<file path="src/rtl/pr_recover_ctrl_pkg.sv">
// ============================================================================
// pr_recover_ctrl_pkg : shared OoO pipeline defaults and recovery FSM encoding
// Rev 1.0
// ============================================================================
`default_nettype none

package pr_recover_ctrl_pkg;

  localparam int ROB_DEPTH_DEF = 32;
  localparam int PR_W_DEF      = 6;
  localparam int AR_W_DEF      = 5;

  typedef enum logic [1:0] {
    ST_IDLE = 2'd0,
    ST_WALK = 2'd1,
    ST_DONE = 2'd2
  } rcv_state_t;

endpackage

`default_nettype wire

</file>
<file path="src/rtl/pr_recover_ctrl.sv">
// ============================================================================
// pr_recover_ctrl : mispredict recovery, walks squashed ROB entries youngest
// to oldest, freeing PRs and rolling back the rename map. Rev 1.0
// ============================================================================
`default_nettype none

module pr_recover_ctrl
  import pr_recover_ctrl_pkg::*;
#(
  parameter int ROB_DEPTH = ROB_DEPTH_DEF,
  parameter int PR_W      = PR_W_DEF,
  parameter int AR_W      = AR_W_DEF
) (
  input  logic                         clk,
  input  logic                         rst,
  input  logic                         mispredict,
  input  logic [$clog2(ROB_DEPTH)-1:0] branch_rob_idx,
  input  logic [$clog2(ROB_DEPTH)-1:0] rob_tail,
  output logic [$clog2(ROB_DEPTH)-1:0] rob_rd_idx,
  input  logic                         rob_rd_regdest,
  input  logic [PR_W-1:0]              rob_rd_pr_new,
  input  logic [PR_W-1:0]              rob_rd_pr_old,
  input  logic [AR_W-1:0]              rob_rd_ar,
  output logic                         recover,
  output logic [PR_W-1:0]              pr_flush,
  output logic                         stall_recover,
  output logic                         map_wr_en,
  output logic [AR_W-1:0]              map_wr_ar,
  output logic [PR_W-1:0]              map_wr_pr,
  output logic                         rob_tail_set,
  output logic [$clog2(ROB_DEPTH)-1:0] rob_tail_new,
  output logic                         done
);

  localparam int IW = $clog2(ROB_DEPTH);

  rcv_state_t      r_state;
  logic [IW-1:0]   r_ptr;
  logic [IW-1:0]   r_stop;

  logic [IW-1:0]   w_stop_start;
  logic [IW-1:0]   w_ptr_start;
  logic            w_walk;
  logic            w_hit;
  logic            w_done;

  // Power-of-two depth: index arithmetic wraps naturally modulo ROB_DEPTH.
  assign w_stop_start = branch_rob_idx + 1'b1;
  assign w_ptr_start  = rob_tail - 1'b1;

  always_ff @(posedge clk) begin
    if (rst) begin
      r_state <= ST_IDLE;
      r_ptr   <= '0;
      r_stop  <= '0;
    end else begin
      case (r_state)
        ST_IDLE: begin
          if (mispredict) begin
            r_stop  <= w_stop_start;
            r_ptr   <= w_ptr_start;
            r_state <= (rob_tail != w_stop_start) ? ST_WALK : ST_DONE;
          end
        end
        ST_WALK: begin
          if (r_ptr == r_stop) begin
            r_state <= ST_DONE;
          end else begin
            r_ptr <= r_ptr - 1'b1;
          end
        end
        ST_DONE: begin
          r_state <= ST_IDLE;
        end
        default: begin
          r_state <= ST_IDLE;
        end
      endcase
    end
  end

  assign w_walk = (r_state == ST_WALK);
  assign w_hit  = w_walk & rob_rd_regdest;
  assign w_done = (r_state == ST_DONE);

  // Data outputs are zeroed when not enabled so IDLE drives all-zero.
  assign rob_rd_idx    = w_walk ? r_ptr : '0;
  assign recover       = w_hit;
  assign pr_flush      = w_hit ? rob_rd_pr_new : '0;
  assign map_wr_en     = w_hit;
  assign map_wr_ar     = w_hit ? rob_rd_ar : '0;
  assign map_wr_pr     = w_hit ? rob_rd_pr_old : '0;
  assign stall_recover = (r_state != ST_IDLE);
  assign done          = w_done;
  assign rob_tail_set  = w_done;
  assign rob_tail_new  = w_done ? r_stop : '0;

endmodule

`default_nettype wire

</file>
<file path="config.mk">
export PLATFORM = sky130hd
export DESIGN_NAME = pr_recover_ctrl
export DESIGN_NICKNAME = d
export VERILOG_FILES = /design/src/rtl/pr_recover_ctrl_pkg.sv /design/src/rtl/pr_recover_ctrl.sv
export SDC_FILE = /design/constraint.sdc
export NUM_CORES = 1
export LEC_CHECK = 0
export BUFFER_PORTS_ARGS = -buffer_cell sky130_fd_sc_hd__buf_4
export CORE_MARGIN = 2
export CORE_UTILIZATION = 25
export CTS_CLUSTER_SIZE = 8
export DETAILED_ROUTE_END_ITERATION = 12
export PLACE_DENSITY_LB_ADDON = 0.3
export SETUP_SLACK_MARGIN = 0.15
export SLEW_MARGIN = 20
export SYNTH_ARGS = -nofsm -noshare
export SYNTH_HDL_FRONTEND = slang
export SYNTH_SLANG_ARGS = --single-unit
</file>
<file path="constraint.sdc">
create_clock -name clk -period 1.65 [get_ports clk]
set_input_delay 0.165 -clock clk [delete_from_list [all_inputs] [get_ports clk]]
set_output_delay 0.165 -clock clk [all_outputs]
set_load 0.02 [all_outputs]
</file>
==> out/qor.yml <==
worst_setup_path:
  start_kind: "flip-flop"
  critical_path_arrival_ns: 1.68
  r2r_slack_ns: 0.09
  r2r_cells: 7
  reg2reg_to: "r_ptr[4]"
  worstReg2RegStart: "r_state[0]"
  cp-startpoint: "r_state[0]"
  endpoint: "r_ptr[4]"
  worstSetupPathType: "flip-flop to flip-flop"
  cp.required_ns: 1.78
  crit_fanout: 6
  end_kind: "flip-flop"
yosys:
  synthDistinctLibCells: 44
  synthTopCellsByArea: "dfxtp_1, and3_1, and2_1, xnor2_1, a21oi_1"
  synth-seq-cells: 12
  async_reset_ff_share_pct: 0
  syn-num-nets: 184
  syn_inst: 151
  synth_edf_count: 0
  yosysWarningCount: 0
  ys_seq_area_share_pct: 20.02
  yosys.area.top_type_share_pct: 20.02
  synth_top_cell_by_area: "dfxtp_1"
  syn_area_mm2: 0.001200
  synth.avg_cell_area_um2: 7.946
  synth_flop_cell: "dfxtp_1"
place:
  dp_slack_ns: -0.02982
  dpl.hpwl_um: 3030
  io_buffers: 62
  place_congestion: 0.8612
clocking:
  cts_buffers: 3
  insertion_delay_ns: 0.25
  path_clk_slew_ns: 0.06
  clock-sinks: 12
  h-tree-depth: 1
  cts_root_buffer: "clkbuf_8"
  postCtsHoldBufs: 0
  cts_tree: "yes"
  clk_path_buf_depth: 2
detailed_routing:
  vias_per_cell: 4.797
  dr.pass1.iters: 4
  routed_wl_um: 4198
  wl_met2_um: 2054
  wire_per_inst_um: 14.68
  drc: 0
  m1WireLength_um: 1778
  top_layer_used: "met4"
  met3_length_um: 235
  vias: 1372
  drtAntennaViolNets: 0
  drtIter0Drc: 57
global_routing:
  grt_max_degree: 30
  antenna_found_initial: 0
  grt_overflow: 0
  grt_pass1_wl_um: 6072
  grt_pass1_vias: 1267
  grtUsageTotal_pct: 14.72
layout:
  ff_latch_area_um2: 250.2
  nFillCells: 463
  multi_input_area_mm2: 0.001016
  antenna_cells: 0
  fin_nets: 267
  mostFrequentLayoutCell: "buf_4"
  drive_gt1_share_pct: 56.47
  final_util_pct: 45.29
  synthToLayoutAreaGrowth_pct: 75.91
  most-common-layout-cells: "buf_4, and3_1, nor2_1"
sta:
  hold_viol: 0
  finalSetupTns_ns: 0
  rsz0062_at_grt: "true"
  max_freq_mhz: 642.4
  finalCriticalPeriod_ns: 1.557
  min_period_over_period_pct: 94.34
  tightest_slew_ns: 0.5894
  final_max_slew_viol_count: 0
  worst_slack_ns: 0.09336
  setup_viol: 0
  clock-skew-final_ns: 0.005389
  slew_headroom_pct: 60.35
floorplanning:
  core_mm2: 0.004661
  fp-row-count: 25
  die_w_um: 73.28
  die_h_um: 73.28
  fp.dieArea_mm2: 0.005370
  ios: 63
  start_util_pct: 25.74
min_path:
  whs_path_depth: 2
  hp-class: "input pin to flip-flop"
pwr:
  ir_drop_mv: 0.4739
  power.density_mw_per_mm2: 862.9
  p_leak_uw: 0.0009913
flow_run:
  maxCapViolCount: 0
outcome:
  status: "finished, final reports clean"
[worst max-delay path: stages, from the launching register on]
cell and delay (ns):
dfxtp_4 0.36, nor2b_4 0.16, and2_4 0.17, a21oi_4 0.13, ha_4 0.21, a31oi_4 0.09
o31ai_2 0.20, a31oi_1 0.11
[cell type report]
class / instances / share of cell area [%]
multi-input cells: 122 / 48.13
clock buffers: 3 / 1.956
well taps: 54 / 3.201
flip-flops and latches: 12 / 11.86
repair buffers: 91 / 34.14
inverters: 4 / 0.7113
[routing by layer]
layer  up-vias  track usage [%]
li1        704                -
met1       609            19.60
met2        48            23.72
met3        11            1.920
met4         0            6.379
met5         -                0
[synthesized netlist by cell type, drive strengths merged, types with 2 or more instances]
| master | count |
|---|---|
| nor4 | 3 |
| xor2 | 5 |
| nor2 | 11 |
| nand2 | 6 |
| a211oi | 6 |
| o21ai | 2 |
| a31oi | 4 |
| buf | 9 |
| nor3 | 4 |
| and3 | 18 |
| clkbuf | 4 |
| nor2b | 5 |
| nand3 | 6 |
| nand4 | 2 |
| xnor2 | 10 |
| ha | 2 |
| inv | 4 |
| dfxtp | 12 |
| and2 | 12 |
| a21oi | 11 |
[cells by family after synthesis]
kind of cell | synth area share [%]
flip-flops | 20.02
buffers and inverters | 7.924
adder cells (fa/ha/maj) | 2.085
multiplexers | 1.251
XOR/XNOR | 12.83
AO/OA/AOI/OAI | 18.25
AND/OR/NAND/NOR | 37.64
[per-stage QoR]
| stage | total power [uW] | hold slack (ns) | cell area (um2) | std cells |
|---|---|---|---|---|
| 2_1_floorplan | 983.1 | 0.2366 | 1231 | 151 |
| 3_3_place_gp | 1292 | 0.3926 | 1817 | 273 |
| 3_5_place_dp | 1291 | 0.3926 | 1817 | 273 |
| 4_1_cts | 1641 | 0.1358 | 1929 | 278 |
| 5_1_grt | 1932 | 0.1685 | 2111 | 286 |
| 6_report | 1821 | 0.1360 | 2111 | 286 |
[how the worst min path moves through the flow]
stage                      start          to  slack, ns
3_3_place_gp   branch_rob_idx[0]   r_stop[0]       0.39
5_1_grt        branch_rob_idx[0]   r_stop[0]       0.17
3_5_place_dp   branch_rob_idx[0]   r_stop[0]       0.39
4_1_cts        branch_rob_idx[0]   r_stop[0]       0.14
2_1_floorplan                rst  r_state[1]       0.24
6_report       branch_rob_idx[0]   r_stop[0]       0.14
[flip-flops by register name, summed over array words and instances (netlist names)]
name and flops:
r_ptr 5, r_stop 5, r_state 2
[power breakdown]
group	leakage (uW)	switching [uW]	internal [uW]	total (uW)
registers	0.000101	49.1	339	389
logic	0.000869	563	584	1150
clock network	0.0000216	123	162	285
[what timing repair did]
item / CTS / global route
buffers inserted: 2 / 7
endpoints found under the setup margin: 34 / 34
pin swaps: 5 / 8
gates cloned: 0 / 1
resized for setup: 15 / 19
No activity file was read; power rests on OpenSTA's default activity.
